[src/rtl/dat_scheduler.sv]
// Two-port round-robin arbiter and sequencer in front of control_DAT.
// It latches the winner's transfer config, tracks the transfer, and uses a watchdog to reset a hung DAT controller.
module dat_scheduler #(
  parameter int unsigned       WDOG_W     = 20,
  parameter logic [WDOG_W-1:0] WDOG_LIMIT = 20'd1000000
) (
  input  logic        clock,
  input  logic        reset,
  input  logic        req0,
  input  logic        req1,
  input  logic        wr0,
  input  logic        wr1,
  input  logic        mb0,
  input  logic        mb1,
  input  logic [3:0]  bs0,
  input  logic [3:0]  bs1,
  input  logic        toen0,
  input  logic        toen1,
  input  logic [15:0] to0,
  input  logic [15:0] to1,
  output logic        gnt0,
  output logic        gnt1,
  output logic        done0,
  output logic        done1,
  output logic        err0,
  output logic        err1,
  output logic        busy,
  output logic        dat_newService,
  output logic        dat_writeRead,
  output logic        dat_multiblock,
  output logic        dat_timeoutenable,
  output logic [3:0]  dat_blockSize,
  output logic [15:0] dat_timeout,
  output logic        dat_reset,
  input  logic        dat_complete,
  input  logic        dat_idle
);

  typedef enum logic [2:0] {
    S_IDLE,
    S_ISSUE,
    S_WAIT_DONE,
    S_ABORT,
    S_RELEASE
  } state_t;

  state_t              state_q, state_d;
  logic [1:0]          gnt_q, gnt_d;
  logic [1:0]          done_q, done_d;
  logic [1:0]          err_q, err_d;
  logic                busy_q, busy_d;
  logic                newservice_q, newservice_d;
  logic                dat_reset_q, dat_reset_d;
  logic                wr_q, wr_d;
  logic                mb_q, mb_d;
  logic                toen_q, toen_d;
  logic [3:0]          bs_q, bs_d;
  logic [15:0]         to_q, to_d;
  logic [WDOG_W-1:0]   wdog_q, wdog_d;
  logic                last_q, last_d;
  logic                abort_second_q, abort_second_d;

  logic                pick;
  logic [WDOG_W-1:0]   wdog_inc;
  logic                wdog_expire;
  logic                start_abort;

  always_comb begin
    state_d        = state_q;
    gnt_d          = gnt_q;
    done_d         = '0;
    err_d          = '0;
    newservice_d   = newservice_q;
    dat_reset_d    = dat_reset_q;
    wr_d           = wr_q;
    mb_d           = mb_q;
    toen_d         = toen_q;
    bs_d           = bs_q;
    to_d           = to_q;
    wdog_d         = wdog_q;
    last_d         = last_q;
    abort_second_d = abort_second_q;
    start_abort    = 1'b0;

    // Tie goes to the port that was not served last.
    pick        = (req0 && req1) ? ~last_q : req1;
    // Abort fires on the edge where the saturating count reaches the limit.
    wdog_inc    = (wdog_q == '1) ? wdog_q : wdog_q + 1'b1;
    wdog_expire = (WDOG_LIMIT != '0) && (wdog_inc == WDOG_LIMIT);

    case (state_q)
      S_IDLE: begin
        if (dat_idle && (req0 || req1)) begin
          gnt_d        = pick ? 2'b10 : 2'b01;
          wr_d         = pick ? wr1 : wr0;
          mb_d         = pick ? mb1 : mb0;
          toen_d       = pick ? toen1 : toen0;
          bs_d         = pick ? bs1 : bs0;
          to_d         = pick ? to1 : to0;
          newservice_d = 1'b1;
          wdog_d       = '0;
          state_d      = S_ISSUE;
        end
      end
      S_ISSUE: begin
        wdog_d = wdog_inc;
        if (wdog_expire) begin
          start_abort = 1'b1;
        end else if (!dat_idle) begin
          newservice_d = 1'b0;
          state_d      = S_WAIT_DONE;
        end
      end
      S_WAIT_DONE: begin
        wdog_d = wdog_inc;
        if (dat_complete) begin
          done_d  = gnt_q;
          state_d = S_RELEASE;
        end else if (wdog_expire) begin
          start_abort = 1'b1;
        end
      end
      S_ABORT: begin
        if (!abort_second_q) begin
          abort_second_d = 1'b1;
        end else begin
          abort_second_d = 1'b0;
          dat_reset_d    = 1'b0;
          state_d        = S_RELEASE;
        end
      end
      S_RELEASE: begin
        if (dat_idle) begin
          gnt_d   = '0;
          last_d  = gnt_q[1];
          state_d = S_IDLE;
        end
      end
      default: begin
        state_d = S_IDLE;
      end
    endcase

    if (start_abort) begin
      newservice_d   = 1'b0;
      dat_reset_d    = 1'b1;
      err_d          = gnt_q;
      abort_second_d = 1'b0;
      state_d        = S_ABORT;
    end

    busy_d = (state_d != S_IDLE);
  end

  always_ff @(posedge clock or negedge reset) begin
    if (!reset) begin
      state_q        <= S_IDLE;
      gnt_q          <= '0;
      done_q         <= '0;
      err_q          <= '0;
      busy_q         <= 1'b0;
      newservice_q   <= 1'b0;
      dat_reset_q    <= 1'b0;
      wr_q           <= 1'b0;
      mb_q           <= 1'b0;
      toen_q         <= 1'b0;
      bs_q           <= '0;
      to_q           <= '0;
      wdog_q         <= '0;
      last_q         <= 1'b1;
      abort_second_q <= 1'b0;
    end else begin
      state_q        <= state_d;
      gnt_q          <= gnt_d;
      done_q         <= done_d;
      err_q          <= err_d;
      busy_q         <= busy_d;
      newservice_q   <= newservice_d;
      dat_reset_q    <= dat_reset_d;
      wr_q           <= wr_d;
      mb_q           <= mb_d;
      toen_q         <= toen_d;
      bs_q           <= bs_d;
      to_q           <= to_d;
      wdog_q         <= wdog_d;
      last_q         <= last_d;
      abort_second_q <= abort_second_d;
    end
  end

  assign gnt0              = gnt_q[0];
  assign gnt1              = gnt_q[1];
  assign done0             = done_q[0];
  assign done1             = done_q[1];
  assign err0              = err_q[0];
  assign err1              = err_q[1];
  assign busy              = busy_q;
  assign dat_newService    = newservice_q;
  assign dat_writeRead     = wr_q;
  assign dat_multiblock    = mb_q;
  assign dat_timeoutenable = toen_q;
  assign dat_blockSize     = bs_q;
  assign dat_timeout       = to_q;
  assign dat_reset         = dat_reset_q;

endmodule

[config.mk]
export PLATFORM = sky130hd
export DESIGN_NAME = dat_scheduler
export DESIGN_NICKNAME = d
export VERILOG_FILES = /design/src/rtl/dat_scheduler.sv
export SDC_FILE = /design/constraint.sdc
export NUM_CORES = 1
export LEC_CHECK = 0
export CAP_MARGIN = 20
export CORE_ASPECT_RATIO = 1.4
export CORE_MARGIN = 1.5
export CORE_UTILIZATION = 30
export CTS_BUF_LIST = sky130_fd_sc_hd__clkbuf_4
export DETAILED_ROUTE_END_ITERATION = 12
export PLACE_DENSITY = 0.53
export REMOVE_ABC_BUFFERS = 1
export SYNTH_ARGS = -nofsm -noshare
export SYNTH_HDL_FRONTEND = slang
export SYNTH_SLANG_ARGS = --single-unit
[constraint.sdc]
create_clock -name clock -period 2.2 [get_ports clock]
set_clock_uncertainty 0.15 [all_clocks]
set_input_delay 0.44 -clock clock [delete_from_list [all_inputs] [get_ports clock]]
set_output_delay 0.44 -clock clock [all_outputs]
set_load 0.05 [all_outputs]
# ---- Word-level counts from Yosys, hierarchy flattened
# Index checks and enable logic that the tools add are counted.
# W data, S select, Z words.
dict set report word_totals {
  elab_cells 83
  ff_bits 57
  output_inout_bits 32
  in_bits 52
}
dict set report classes {
  reduce_logical 17
  n_mux 38
  bitwise_logic 1
  n_addsub 1
  n_eq_ne 11
}
# cell count
set ops {}
lappend ops {{$eq A20 B20 Y1 const B} 2}
lappend ops {{$mux W20} 2}
lappend ops {{$pmux W20 S2} 1}
lappend ops {{$mux W3} 7}
lappend ops {{$add A20 B1 Y20 const B} 1}
lappend ops {{$mux W1} 16}
lappend ops {{$mux W16} 1}
lappend ops {{$pmux W3 S5} 1}
lappend ops {{$mux W2} 6}
lappend ops {{$ne A3 B3 Y1 const B} 3}
lappend ops {{$reduce_and A2 Y1} 4}
lappend ops {{$reduce_bool A2 Y1} 4}
lappend ops {{$eq A3 B2 Y1 const B} 2}
lappend ops {{$reduce_bool A3 Y1} 2}
lappend ops {{$mux W4} 1}
lappend ops {{$ne A2 B2 Y1 const B} 2}
lappend ops {{$pmux W1 S2} 2}
lappend ops {{$pmux W2 S2} 1}
lappend ops {{$reduce_and A4 Y1} 1}
lappend ops {{$eq A3 B1 Y1 const B} 1}
lappend ops {{$eq A3 B3 Y1 const B} 1}
lappend ops {{$logic_not A3 Y1} 1}
lappend ops {{$reduce_and A3 Y1} 1}
lappend ops {{$logic_and A1 B1 Y1} 2}
lappend ops {{3 further kinds} 3}

# ---- Longest topological paths before layout
# Gate-level depths: netlist of the first run.
dict set report logic_depth {
  ltp_word 8
  mapped_depth 9
  depth_no_buf 7
}

# ---- Least setup slack after synthesis of the first run
# No wires, ideal clock.
dict set report synth_path {
  path_type {flip-flop to flip-flop}
  from {register wdog_q[0]}
  to {register newservice_q (netlist: dat_newService)}
  setup_time_ns 0.127
  arrival_time_ns 2.080
  synth_period_minus_slack_ns 2.356
  path_buffers 0
  t_required_ns 1.923
  stages_incl_launch_ff 8
  path_slack_ns -0.156
  cell_sequence {dfrtp_1 ha_1 or3_1 nor3_1 o2111ai_1 a2111oi_4 nand4_2 nor2b_1}
}
dict set report synth_between {
  elab_chain_cells 8
  word_cells_on_any_way 13
  classes_between {add/sub (1); eq/ne (5); mux (5); reduce/logical (2)}
}
# element line
set synth_rtl {}
lappend synth_rtl {{from (decl)} 59} ;# logic [WDOG_W-1:0] wdog_q, wdog_d;
lappend synth_rtl {{from (signal assigned)} 185} ;# wdog_q <= wdog_d;
lappend synth_rtl {{$add A20 B1 Y20 or $eq A20 B20 Y1 (tied branches)} 88} ;# wdog_inc = (wdog_q == '1) ? wdog_q : wdog_q + 1'b1;
lappend synth_rtl {{$mux W20 *} 88}
lappend synth_rtl {{$eq A20 B20 Y1 *} 89} ;# wdog_expire = (WDOG_LIMIT != '0) && (wdog_inc == WDOG_LIMIT);
lappend synth_rtl {{$mux W1} {107, 119}}
lappend synth_rtl {{$mux W1} 116} ;# if (dat_complete) begin
lappend synth_rtl {{$pmux W1 S2} 91} ;# case (state_q)
lappend synth_rtl {{$ne A3 B3 Y1 (no line) or $reduce_bool A3 Y1 (tied branches)} n/a}
lappend synth_rtl {{$reduce_and A4 Y1 (no line)} n/a}
lappend synth_rtl {{to (signal assigned)} 178} ;# newservice_q <= newservice_d;
lappend synth_rtl {{to (decl)} 52} ;# logic newservice_q, newservice_d;
# Mark *: on every way between the ends. The rest lies on a longest branch, timed or not.
# A chain may end at the register's enable or synchronous reset.

# ---- Final worst setup path of the first run
dict set report layout_path {
  from {register wdog_q[8]}
  to {register newservice_q (netlist: dat_newService)}
}
# Same word-level chain as after synthesis.

==> impl_results.md, run 1 <==
* Outcome: finished, violations left
* Failing checks: setup timing
* Drt drc at 0
* Area added between synthesis and finish at 56.28%
* Count of input and output buffers at 83
* Layout cells sized above 1 at 23.14%
* Number of clock sinks at 57
* Setup crit end kind: register
* Synth area leader: dfrtp_1
* # setup viols final at 4
* DIE HEIGHT at 121.9 um
* Sequential-to-total area share from yosys stat at 47.11%
* Worst-Margin Slew at 636.6 ps
* Pwr per Cell Area at 1171 nW/um^2
* Iter 0 DRT Violations at 159
* Synth top area share at 46.24%
* Startpoint types: register
* Post-DP Area at 4412 um^2
* Worst-path clk slew at 110 ps
* Flop-to-flop setup slack at -80 ps
* Worst relative slew slack at 57.56%
* Routed Antenna Nets at 0
* WHS at 358.4 ps
* CTS tree: yes
* EDFF count, synth at 0
* ANT cells at 0
* Count of cell types in the netlist at 55
* Vias in the first global route at 3142
* YS warnings at 0
* CP required at 2350 ps
* First-pass GRT wire length at 15410 um
* CP Class: reg2reg
* Placement Rows at 43
* First-pass DRT Iterations at 4
* Clk buf depth at 2
* Die width at 87.94 um
* Maximum vdd drop at 0.0005799 V
* Post-route cell area at 4736 um^2
* Pin count of the biggest net entering global routing at 38
* Io pins at 84
* Worst-skew pair later-pin latency at 420 ps
* HP Class: in2async
* Fin. Hold Viols at 0
* Final #Nets at 532
* Antenna violations before repair at 0
* Synth top area cells: dfrtp_1 46%, nor2_1 7.9%, o22ai_1 5.2%
* All-layer global routing usage at 18.93%
* Clock root buffer: clkbuf_4
* GR Overflow Total at 0
* Top FF cell, synth: dfrtp_1
* Syn avg cell area at 8.887 um^2
* R2r worst-path depth at 6
* DIE AREA at 10720 um^2
* Core area at 9846 um^2
* Number of synthesized register bits at 57
* Avg Vias per Cell at 4.997
* Crit path DAT at 2430 ps
* Num CTS Buffers at 9
* Syn Std Cell Area at 3030 um^2
* Routability cong. at 0.8264
* Routed len/inst at 15.05 um
* Max Fclk at 0.4393 GHz
* Post-place setup slack at -303.6 ps
* Synthesized instance count at 341
* Worst Path Max Fanout at 7
* Finished Core Util at 48.10%
* FF-to-FF Start: wdog_q[8]$_DFFE_PN0P_
* Vias post-DR at 3093
* Final WL at 9318 um
* Starting Density at 30.78%
* Setup_tns at -273.1 ps
* Post-DP HPWL at 6937 um
* Max-Cap Viols at 0
* Worst setup margin at -76.34 ps
* Period utilisation layout at 103.5%
* RSZ-0062 raised after global routing: yes
* H-tree depth at 3
* P_leak at 2.099 nW
* FFs w/ async S/R, synth at 100.0%
* Fin. max-slew vios at 0
* Worst r2r dst: dat_newService$_DFFE_PN0P_
* Post-route minimum period at 2276 ps
power by group:
group	internal, mW	switching, mW
combinational	1.12	1.98
sequential	1.38	0.190
clock	0.468	0.417
total	2.96	2.58
cell type report:
cell class | count | area, um^2
repair buffers | 154 | 1424
multi-input cells | 252 | 1536
flip-flops and latches | 57 | 1430
clock buffers | 10 | 75.07
clock inverters | 6 | 82.58
fillers | 954 | 5110
well taps | 135 | 168.9
inverters | 5 | 18.77
per-layer routing:
layer	global-route usage, %	part of all wire (%)
met5	0	0
met2	33.25	53
met4	6.944	2.1
met3	5.691	5.6
met1	21.23	40
cells by family (layout without fill, tap and decap cells):
kind of cell,Yosys count,count (layout),share of synthesized area (%)
buffers and inverters,32,175,5.037
and+or+nand+nor,148,148,23.86
xor gates and xnor gates,6,6,1.734
adders and majority gates,1,1,0.4128
DFF,57,57,47.11
muxes,4,4,1.528
AOI/OAI and AO/OA,93,93,20.31
through the flow:
| stage | power (mW) | std cells |
|---|---|---|
| after CTS | 5.547 | 616 |
| final | 5.547 | 619 |
| after floorplan | 3.360 | 314 |
| after global placement | 4.679 | 595 |
| after global routing | 5.911 | 619 |
| after detailed placement | 4.700 | 595 |
layout by cell type, fill, tap and decap left out, types with 3 or more instances in the layout:
cell	Yosys	final
nor2_1	64	64
nand4_1	10	10
nand2b_1	6	6
clkbuf_4	0	10
buf_12	0	4
o21ai_0	21	21
a31oi_1	4	4
dlygate4sd2_1	0	19
clkinv_2	0	3
nand2_1	24	22
clkdlybuf4s50_1	0	51
dlymetal6s2s_1	0	11
and3_1	4	4
xnor2_1	3	3
buf_4	0	64
and4_4	2	4
o22ai_1	25	25
dfrtp_1	56	54
o31ai_1	4	4
buf_6	3	3
inv_1	5	5
a21oi_1	14	14
nand3_1	17	16
xor2_1	3	3
a311oi_1	3	3
Yosys cell counts, types with 4 or more instances:
cell type and count:
a21oi_1 14, a31oi_1 4, and3_1 4, nand2b_1 6, nand3_1 17, nand4_1 10, dfrtp_1 56, nor2_1 64
o31ai_1 4, nand2_1 24, buf_2 8, clkbuf_1 16, inv_1 5, and4_1 4, nor3_1 4, o21ai_0 21
o22ai_1 25
flip-flops by register name (all words and copies together), names as in the netlist:
name	cells
err_q	2
gnt_q	2
dat_reset	1
state_q	3
busy	1
dat_writeRead	1
dat_timeout	16
dat_blockSize	4
dat_newService	1
dat_timeoutenable	1
abort_second_q	1
done_q	2
wdog_q	20
dat_multiblock	1
last_q	1
what timing repair did:
item / CTS / global route
hold buffers: 1 / 0
pin swaps: 6 / 6
setup buffers: 4 / 3
endpoints found under the setup margin: 41 / 37
resized for setup: 33 / 21
endpoints found under the hold margin: 20 / 0
worst max-delay path, stage by stage, from the launching register on:
cell       delay [ps]
dfrtp_1           440
and4_4            280
and4_4            240
mux2_4            320
a2111oi_4         370
nand4_4           180
nor2b_1           170
worst max-delay path by stage:
stage / startpoint / to / slack (ps) / depth (start not counted)
after floorplan: state_q[2]$_DFF_PN0_ / wdog_q[1]$_DFFE_PN0P_ / -370 / 5
after global placement: dat_idle / wdog_q[11]$_DFFE_PN0P_ / -270 / 8
after detailed placement: dat_idle / wdog_q[8]$_DFFE_PN0P_ / -300 / 8
after CTS: wdog_q[10]$_DFFE_PN0P_ / dat_newService$_DFFE_PN0P_ / -100 / 6
after global routing: wdog_q[1]$_DFFE_PN0P_ / dat_newService$_DFFE_PN0P_ / -150 / 7
final: wdog_q[8]$_DFFE_PN0P_ / dat_newService$_DFFE_PN0P_ / -80 / 6
(Power assumes the default switching activity.)
==> inputs of run 2 (changes only) <==
Settings changed: PLACE_DENSITY 0.53 to unset, TNS_END_PERCENT set to 30.
==> run 2 against run 1 <==
Against the previous run:
- the flow still finishes with violations (setup timing)
- largest cell class unchanged
- maximum frequency down 0.19%
- combinational power down 2%
- core utilization down 0.20 points
- final cell count down 0.32%
- highest routed layer unchanged
- routed wire length down 2.4%
- clock power up 13%
- critical endpoint unchanged
- hold slack worse by 21 ps
- sequential power about the same
- clock-buffer cell count up 1
- die area unchanged
==> impl_results.md, run 2 (synthesis results as in run 1) <==
* CP Class: reg2reg
* Routed Antenna Nets at 0 (unchanged)
* Io pins at 84 (unchanged)
* Routed len/inst at 14.75 um (-2.0%)
* Area added between synthesis and finish at 55.62%
* Cell mode on critical path: and4_4
* Worst-path cell chain: buf_6 > and4_4 > and4_4 > mux2_4 > a2111oi_4 > nand4_4 > nor2b_4
* Maximum vdd drop at 0.0007161 V (+23%)
* Drt drc at 0 (unchanged)
* Outcome: finished, violations left
* H-tree depth at 3 (unchanged)
* P_leak at 2.113 nW (+0.68%)
* Max-Cap Viols at 0 (unchanged)
* Clk buf depth at 2 (unchanged)
* Starting Density at 30.78% (unchanged)
* Number of clock sinks at 57 (unchanged)
* Post-route cell area at 4716 um^2 (-0.42%)
* CTS tree: yes
* Core area at 9846 um^2 (unchanged)
* GR Overflow Total at 0 (unchanged)
* Placement Rows at 43 (unchanged)
* Worst relative slew slack at 57.78% (+0.22 points)
* Post-DP Area at 4407 um^2 (-0.11%)
* Max Fclk at 0.4384 GHz (-0.19%)
* Period utilisation layout at 103.7% (+0.20 points)
* Count of input and output buffers at 83 (unchanged)
* Vias in the first global route at 3140 (-0.064%)
* Worst setup margin at -80.77 ps (-4.430 ps)
* Setup crit end kind: register
* Antenna violations before repair at 0 (unchanged)
* Post-route minimum period at 2281 ps (+4.430 ps)
* Flop-to-flop setup slack at -80 ps (about the same)
* Iter 0 DRT Violations at 153 (-3.8%)
* Pwr per Cell Area at 1183 nW/um^2 (+1.0%)
* Startpoint types: register
* Final WL at 9099 um (-2.4%)
* Vias post-DR at 3140 (+1.5%)
* Fin. Hold Viols at 0 (unchanged)
* Clock root buffer: clkbuf_4
* # setup viols final at 2 (-2)
* Fin. max-slew vios at 0 (unchanged)
* First-pass DRT Iterations at 4 (unchanged)
* Avg Vias per Cell at 5.089 (+1.8%)
* Placed cell count at 594 (-0.17%)
* Worst-skew pair later-pin latency at 410 ps (about the same)
* Die width at 87.94 um (unchanged)
* Failing checks: setup timing
* Post-place setup slack at -294.7 ps (+8.852 ps)
* Worst Path Max Fanout at 7 (unchanged)
* Layout cells sized above 1 at 21.99% (-1.1 points)
* Worst path bufs/invs at 1 (+1)
* Delay-heaviest family, CP: simple AND/OR/NAND/NOR gates
* Reg with most FFs: wdog_q
* Worst-path clk slew at 110 ps (about the same)
* ANT cells at 0 (unchanged)
* Final std cells w/o fill at 617 (-0.32%)
* Worst-Margin Slew at 633.3 ps (-3.239 ps)
* Routability cong. at 0.9079 (+9.9%)
* DIE AREA at 10720 um^2 (unchanged)
* Most frequent cells in the layout: 64 x nor2_1, 62 x buf_4, 52 x dfrtp_1, 52 x clkdlybuf4s50_1, 25 x o22ai_1
* Post-DP HPWL at 6786 um (-2.2%)
* All-layer global routing usage at 17.86% (-1.1 points)
* CP required at 2330 ps (-20 ps)
* DIE HEIGHT at 121.9 um (unchanged)
* HP Class: in2async
* First-pass GRT wire length at 14750 um (-4.3%)
* CP max stage delay at 390 ps (-50 ps)
* RSZ-0062 raised after global routing: yes
* Final #Nets at 530 (-0.38%)
* CP max stage cell: dfrtp_1
* Num CTS Buffers at 9 (unchanged)
* Max reg flops at 20 (unchanged)
* Commonest non-fill, non-tap cell in the layout: nor2_1
* Crit path DAT at 2420 ps (about the same)
* Pin count of the biggest net entering global routing at 26 (-32%)
## run 2: cell count changes in the layout (fill, tap and decap cells not counted), sizes merged
cell           delta
clkinv            -1
clkdlybuf4s50     +1
buf               -3
clkinvlp          -1
bufinv            +1
clkbuf            +1
## run 2: where the power goes
group | internal (mW) | leakage (nW) | switching [mW]
sequential | 1.38 | 0.699 | 0.180
combinational | 1.08 | 1.31 | 1.94
clock | 0.602 | 0.101 | 0.402
## run 2: area by class of cell
class / count / area (um^2)
Sequential cell: 57 / 1433
Inverter: 5 / 18.77
Timing Repair Buffer: 152 / 1408
Tap cell: 135 / 168.9
Fill cell: 944 / 5130
Multi-Input combinational cell: 252 / 1501
Clock buffer: 11 / 82.58
Clock inverter: 5 / 103.9
## run 2: final timing paths
path,startpoint,end,cells past startpoint
max,wdog_q[0]$_DFFE_PN0P_,dat_newService$_DFFE_PN0P_,7
min,reset,wdog_q[3]$_DFFE_PN0P_,2
max reg2reg,wdog_q[0]$_DFFE_PN0P_,dat_newService$_DFFE_PN0P_,7
min reg2reg,last_q$_DFFE_PN1P_,last_q$_DFFE_PN1P_,2
max in group asynchronous,reset,wdog_q[19]$_DFFE_PN0P_,3
min in group clock,last_q$_DFFE_PN1P_,last_q$_DFFE_PN1P_,2
## run 2: metrics by stage
stage | power, mW | TNS (ps) | utilization (%) | hold WS (ps)
after floorplan | 3.360 | -3554 | - | -5.591
after global placement | 4.636 | -2919 | 44.76 | 237.4
after detailed placement | 4.667 | -3626 | 44.76 | 241.3
after CTS | 5.639 | -171.4 | 47.46 | 321.5
after global routing | 5.921 | -593.2 | 47.90 | 353.8
final | 5.579 | -158.1 | 47.90 | 337.0
## run 2: metal layers
| metal | share of wire [%] | global-route usage [%] | up-vias |
|---|---|---|---|
| met1 | 39 | 19.13 | 1476 |
| met5 | 0 | 0 | - |
| met4 | 1.8 | 7.540 | 0 |
| li1 | - | - | 1520 |
| met3 | 6.2 | 5.488 | 17 |
| met2 | 53 | 31.82 | 127 |
## run 2: what timing repair did
action,in CTS,in global routing
endpoints found under the hold margin,14,0
gates resized for setup,33,15
buffers inserted,5,1
hold buffers,1,0
pin swaps,7,5
endpoints found under the setup margin,36,30
